<file path="src/rtl/seg7_dynamic_to_static.sv">
// seg7_dynamic_to_static
//   Converts a multiplexed 7-segment stream into static per-digit drives.
//   Each selected digit captures the incoming pattern into a store register.
//   The store then feeds one output register stage that applies PWM gating
//   and output polarity.
// Ports:
//   clk, rst        clock; asynchronous active-high reset
//   mode            0 = sticky (hold last capture), 1 = transparent
//   abcdefgh        positive-logic segments, MSB = a, bit 0 = dp
//   digit           positive-logic digit strobes, multi-hot allowed
//   brightness      PWM duty, 0 = off, all-ones = full on
//   clear           synchronous blank-all
//   seg_out         digit i at [i*w_seg +: w_seg], field bit 0 = a
//   dp_out          per-digit decimal point
//   stale           1 = digit holds no valid or fresh data
module seg7_dynamic_to_static #(
    parameter int w_digit        = 8,
    parameter int w_seg          = 7,
    parameter bit seg_active_low = 1'b1,
    parameter bit dp_active_low  = 1'b0,
    parameter int w_bright       = 4,
    parameter int timeout_cycles = 50000000,
    parameter int w_timeout      = (timeout_cycles > 0) ? $clog2(timeout_cycles + 1) : 1
) (
    input  logic                       clk,
    input  logic                       rst,
    input  logic                       mode,
    input  logic [w_seg:0]             abcdefgh,
    input  logic [w_digit-1:0]         digit,
    input  logic [w_bright-1:0]        brightness,
    input  logic                       clear,
    output logic [w_digit*w_seg-1:0]   seg_out,
    output logic [w_digit-1:0]         dp_out,
    output logic [w_digit-1:0]         stale
);

    localparam logic [w_timeout-1:0] t_max  = w_timeout'(timeout_cycles);
    localparam logic [w_bright-1:0]  b_full = '1;

    logic [w_digit-1:0][w_seg-1:0]     seg_store_q, seg_store_d;
    logic [w_digit-1:0]                dp_store_q, dp_store_d;
    logic [w_digit-1:0]                stale_q, stale_d;
    logic [w_digit-1:0][w_timeout-1:0] cnt_q, cnt_d;
    logic [w_bright-1:0]               pwm_cnt_q, pwm_cnt_d;
    logic [w_digit*w_seg-1:0]          seg_out_q, seg_out_d;
    logic [w_digit-1:0]                dp_out_q, dp_out_d;

    logic [w_seg-1:0] cap_seg;
    logic [w_seg-1:0] lit_seg;
    logic             pwm_on;

    always_comb begin
        // Input is a-first from the MSB; fields are a-first from bit 0.
        for (int j = 0; j < w_seg; j++) cap_seg[j] = abcdefgh[w_seg - j];

        pwm_on    = (brightness == b_full) || (pwm_cnt_q < brightness);
        pwm_cnt_d = pwm_cnt_q + w_bright'(1);

        seg_store_d = seg_store_q;
        dp_store_d  = dp_store_q;
        stale_d     = stale_q;
        cnt_d       = cnt_q;
        seg_out_d   = '0;
        dp_out_d    = '0;
        lit_seg     = '0;

        for (int i = 0; i < w_digit; i++) begin
            // Priority: clear, then strobe capture, then timeout blanking.
            if (clear) begin
                seg_store_d[i] = '0;
                dp_store_d[i]  = 1'b0;
                stale_d[i]     = 1'b1;
                cnt_d[i]       = t_max;
            end else if (digit[i]) begin
                seg_store_d[i] = cap_seg;
                dp_store_d[i]  = abcdefgh[0];
                stale_d[i]     = 1'b0;
                cnt_d[i]       = '0;
            end else begin
                if (mode) begin
                    seg_store_d[i] = '0;
                    dp_store_d[i]  = 1'b0;
                end
                if (timeout_cycles != 0) begin
                    cnt_d[i] = (cnt_q[i] == t_max) ? t_max : cnt_q[i] + w_timeout'(1);
                    if (cnt_d[i] == t_max) begin
                        seg_store_d[i] = '0;
                        dp_store_d[i]  = 1'b0;
                        stale_d[i]     = 1'b1;
                    end
                end
            end

            lit_seg = seg_store_q[i] & {w_seg{pwm_on}};
            seg_out_d[i*w_seg +: w_seg] = seg_active_low ? ~lit_seg : lit_seg;
            dp_out_d[i] = (dp_store_q[i] & pwm_on) ^ dp_active_low;
        end
    end

    always_ff @(posedge clk or posedge rst) begin
        if (rst) begin
            seg_store_q <= '0;
            dp_store_q  <= '0;
            stale_q     <= '1;
            cnt_q       <= {w_digit{t_max}};
            pwm_cnt_q   <= '0;
            seg_out_q   <= {(w_digit*w_seg){seg_active_low}};
            dp_out_q    <= {w_digit{dp_active_low}};
        end else begin
            seg_store_q <= seg_store_d;
            dp_store_q  <= dp_store_d;
            stale_q     <= stale_d;
            cnt_q       <= cnt_d;
            pwm_cnt_q   <= pwm_cnt_d;
            seg_out_q   <= seg_out_d;
            dp_out_q    <= dp_out_d;
        end
    end

    assign seg_out = seg_out_q;
    assign dp_out  = dp_out_q;
    assign stale   = stale_q;

endmodule

</file>
<file path="config.mk">
export PLATFORM = sky130hd
export DESIGN_NAME = seg7_dynamic_to_static
export DESIGN_NICKNAME = d
export VERILOG_FILES = /design/src/rtl/seg7_dynamic_to_static.sv
export SDC_FILE = /design/constraint.sdc
export NUM_CORES = 1
export LEC_CHECK = 0
export BUFFER_PORTS_ARGS = -buffer_cell sky130_fd_sc_hd__buf_2
export CORE_MARGIN = 2
export CORE_UTILIZATION = 29
export CTS_CLUSTER_SIZE = 28
export DETAILED_ROUTE_END_ITERATION = 16
export GPL_TIMING_DRIVEN = 0
export SETUP_SLACK_MARGIN = 0.3
export SLEW_MARGIN = 25
export SYNTH_ARGS = -nofsm -noshare
export SYNTH_HDL_FRONTEND = slang
export SYNTH_SLANG_ARGS = --single-unit
</file>
<file path="constraint.sdc">
create_clock -name clk -period 31.1 [get_ports clk]
set_input_delay 4.665 -clock clk [delete_from_list [all_inputs] [get_ports clk]]
set_output_delay 4.665 -clock clk [all_outputs]
set_load 0.01 [all_outputs]
</file>
# [Word level (Yosys, flattened, before mapping)]
# Index checks and enable logic that the tools add are counted.
[op_classes] n_div=0 n_bitwise=24 n_shift=0 reduce_logical=17 mux=98 n_lt_le_gt_ge=1 n_mul=0 n_eq_ne=17 n_addsub=9
[ops] cell="$mux W26" n=24
[ops] cell="$eq A26 B26 Y1 const B" n=16
[ops] cell="$add A26 B1 Y26 const B" n=8
[ops] cell="$mux W7" n=25
[ops] cell="$and A7 B7 Y7" n=8
[ops] cell="$not A7 Y7" n=8
[ops] cell="$mux W1" n=49
[ops] cell="$reduce_bool A4 Y1" n=8
[ops] cell="$reduce_bool A3 Y1" n=8
[ops] cell="$and A1 B1 Y1" n=8
[ops] cell="$add A4 B1 Y4 const B" n=1
[ops] cell="$eq A4 B4 Y1 const B" n=1
[ops] cell="$lt A4 B4 Y1" n=1
[ops] cell="$logic_or A1 B1 Y1" n=1
[totals] mem_bits_rw=0 latch_bits=0 wordCells=201 out_inout_bits=72 regBits=348 rom_bits=0 memories=0

# [Longest topological paths before layout]
[depth] word_depth=6 mapped_depth=9

# [Least setup slack after synthesis]
# Ideal clock, no wire load.
[synth_path] kind="input to register" startpoint="input brightness[1]" endpoint="register dp_out_q[0] (netlist: dp_out[0])" path_stages=8 t_arrival_ns=6.033 setup_ns=0.066 required_ns=31.034 path_buffers=1 path_slack_ns=25.001 path_cell_list="inv_1 ha_1 a21o_1 a21oi_1 nor2b_1 o21ai_1 clkbuf_1 and2_1"
[synth_via] elab_chain_len=3
[synth_rtl] item="start, declared" line_no="30" text="input logic [w_bright-1:0] brightness,"
[synth_rtl] item="$lt A4 B4 Y1 / $eq A4 B4 Y1 (equally long branches)" line_no="56" text="pwm_on = (brightness == b_full) || (pwm_cnt_q < brightness);"
[synth_rtl] item="$logic_or A1 B1 Y1 (*)" line_no="56"
[synth_rtl] item="$and A1 B1 Y1 (*)" line_no="96" text="dp_out_d[i] = (dp_store_q[i] & pwm_on) ^ dp_active_low;"
[synth_rtl] item="net dp_out_d[0]" line_no="46" text="logic [w_digit-1:0] dp_out_q, dp_out_d;"
[synth_rtl] item="end signal, assigned" line_no="108" text="dp_out_q <= {w_digit{dp_active_low}};"
[synth_rtl] item="end signal, assigned" line_no="116" text="dp_out_q <= dp_out_d;"
[synth_rtl] item="end, declared" line_no="46"
# Mark *: on every way through the listed nets, which the timed path passes. The rest lies on a longest branch.
# A chain may end at the register's enable or synchronous reset.

# [Worst setup path in the final report]
[layout_path] startpoint="input clear" endpoint="register stale_q[4] (netlist: stale[4])"
[layout_via] elab_chain_len=1
[layout_rtl] item="start, declared" line_no="31" text="input logic clear,"
[layout_rtl] item="$reduce_bool A3 Y1 (no line) / $mux W1 (equally long branches)"
[layout_rtl] item="end signal, assigned" line_no="112" text="stale_q <= stale_d;"
[layout_rtl] item="end, declared" line_no="42" text="logic [w_digit-1:0] stale_q, stale_d;"
# Several ways; a longest one is shown, not always the timed one.

==> run metrics <==
Slew Limit Fails 0; Nets 2,038; core footprint roughly 63,000 um^2; Net Sw Frac 24.5%; clk buf depth 3; total wire length 49,900 um; Worst Max-Slew Pin Slew between 1 and 1.5 ns; Syn Area/Cell 9.99 um^2; Final setup violation count 0; Die Y-Extent 257 um; worst hold path class flip-flop to flip-flop; Root Buffer clkbuf_16; CP arrival 7.32 ns; Clock power frac between 40 and 50%; Crit. Startpoint clear; Int Pwr approximately 810 uW; # H-tree levels 2; gr ovfl total 0; Final period util 22.0%; DP HPWL about 36,000 um; die width 257 um; worst-path maximum fanout 10; row cnt 92; Slowest cell on crit path clkbuf_1; GPL Wtd Cong 0.910; Antenna Cells 0; critical-path cell list buf_2 -> clkbuf_1 -> clkbuf_1 -> clkbuf_1 -> o21bai_1; final hold viol count 0; placed cells 2,797; GRT Util Overall 15.1%; Comb power frac 8.5%; sequential area share after synthesis 47.9%; Distinct cells, synth 94; Num CTS Buffers 41; sequential share of power ~46%; TritonCTS clock tree built; first-pass GRT wire length around 80,000 um; P_sw 264 uW; cell count after synthesis 1,861; peak supply drop 0.0326 mV; number of max-cap violations 0; I/O Pins between 90 and 100; initial detailed-routing violation count 872; post-route minimum period 6.84 ns; EDFF count, synth 0; layout cells sized above 1 20.6%; hold_sp seg_store_q[16]; setup bufs post-CTS 0; worst hold slack 0.394 ns; largest net degree at the start of global routing 102; Layout Skew 0.0174 ns; DRT Pass-1 Iters 7; DR DRC count 0; port buffer count 87; cells resized by post-CTS repair 0; clk_lat worst skew 0.56 ns; CP Class input port to flip-flop; total clock sinks 348; Initial Util between 20% and 30%; Max Freq about 150 MHz; number of global-route vias before repair 14,313; power density over cell area 50.0 nW/um^2; initial antenna violation count 1; FFs w/ async S/R, synth 100%; CP Capture Type flip-flop; Most used DFF post-synth dfrtp_1; Via density 5.02; vias 14,404; DR WL/cell 17.4 um; Top cell by count, worst path clkbuf_1; unrepaired setup endpoints after global routing no; max_slew headroom 31.9%; syn nets 1,905; slowest cell delay on critical path around 0.83 ns; die area ~66,000 um^2; synth warn 0; Setup TNS 0 ns; Hold Buf Count CTS 0; Clock Pin Slew Worst Setup and Hold Paths 0.06 ns; post-synthesis cell area 18,600 um^2; Area growth syn-to-layout 15.8%; Reg-to-Reg Start cnt_q[182]; WP data required roughly 32 ns; post-route antenna net violation count 0; fill cell count 6,334; CP Launch Type input port; status finished, final reports clean; leak pwr 0.00859 uW; final std cells w/o fill 2,870; Yosys reg bits 348
## cell usage after synthesis (all sizes together), types with 19 or more instances
| library cell | count | share of area (%) |
|---|---|---|
| o21bai | 67 | 2.7 |
| clkbuf | 61 | 1.3 |
| nor2b | 20 | 0.67 |
| and4 | 20 | 0.95 |
| nor4 | 43 | 2.3 |
| nand4 | 79 | 3.0 |
| nor2 | 182 | 3.7 |
| nor3 | 25 | 0.79 |
| xnor2 | 90 | 4.2 |
| nand2 | 187 | 3.8 |
| a21o | 29 | 1.2 |
| xor2 | 100 | 4.7 |
| a22o | 41 | 1.9 |
| dfrtp | 188 | 25 |
| nand2b | 19 | 0.64 |
| ha | 20 | 1.3 |
| inv | 59 | 1.2 |
| and3 | 29 | 0.98 |
| buf | 39 | 1.2 |
| a21oi | 30 | 0.81 |
| nand3 | 89 | 2.5 |
| and2 | 23 | 0.77 |
| o21ai | 40 | 1.1 |
| dfstp | 160 | 23 |
## path summary, 6_finish.rpt
kind	end	slack (ns)	cells past startpoint
worst max-delay path	stale[4]	24.26	5
min in group asynchronous	cnt_q[156]	4.20	2
max in group asynchronous	seg_out[17]	25.61	4
worst max register to register	seg_store_q[53]	27.75	9
worst min register to register	seg_out[16]	0.39	1
worst min-delay path	seg_out[16]	0.39	1
## layout by cell type (no fill, tap or decap), drive strengths merged, types with 15 or more instances in the layout
cell and n:
and2 23, nand2 187, inv 60, nor2 182, nor4 43, dfrtp 188, and4 20, nand3 89
a41oi 16, o21bai 67, a21oi 30, nor3 25, nand4 79, o21ai 40, nand3b 15, and3 29
clkbuf 120, or3 17, ha 20, nand2b 19, a22o 41, dfstp 160, buf 129, a21o 29
xnor2 90, xor2 100, nor2b 20
## power groups by stage
| stage | Combinational (uW) | Sequential [uW] | Clock (uW) |
|---|---|---|---|
| finish | 91.2 | 499 | 485 |
| global placement | 89.4 | 505 | 0 |
| global route | 102 | 502 | 519 |
| CTS | 92.6 | 499 | 501 |
| floorplan | 58.1 | 504 | 0 |
| detailed placement | 92.0 | 506 | 0 |
## per-layer routing
metal  global-route usage, %  routed length, um
met1                    21.1              23300
met2                    23.4              22200
met3                    3.00               3000
met4                    5.02               1460
met5                       0                  0
## registers in the layout, indices dropped and copies added (netlist names)
register     count
dp_out           8
stale            8
dp_store_q       8
seg_store_q     56
seg_out         56
cnt_q          208
pwm_cnt_q        4
## per-stage QoR
step	setup WS [ns]	instance area, um^2	total power, uW	util, %
after floorplan	17.05	18600	562	-
after global routing	24.15	21500	1120	34.1
after global placement	13.22	20100	595	31.8
after CTS	24.24	21500	1090	34.1
final	24.26	21500	1080	34.1
after detailed placement	23.66	20200	598	31.9
## kinds of logic (layout without fill, tap and decap cells)
family	count (synthesis)	after routing	synth area share, %
AO/OA/AOI/OAI	306	306	12.7
XOR/XNOR	190	190	8.95
adder cells (fa/ha/maj)	20	20	1.35
buffers and inverters	167	330	4.09
flip-flops	348	348	47.9
multiplexers	9	9	0.491
AND/OR/NAND/NOR	821	821	24.5
## critical path, delay by kind of cell
kind	cells	cell delay [ns]
buf+inv	4	2.40
compound gates	1	0.23
## cell type report
type	count	area, um^2	area share (%)
buffer	108	538	2.50
clock buffer	59	1140	5.31
clock inverter	14	204	0.948
inverter	59	229	1.06
multi-input combinational	1346	8920	41.5
sequential	348	8910	41.4
tap	846	1060	4.92
timing repair buffer	90	518	2.41
(Power assumes the default switching activity.)
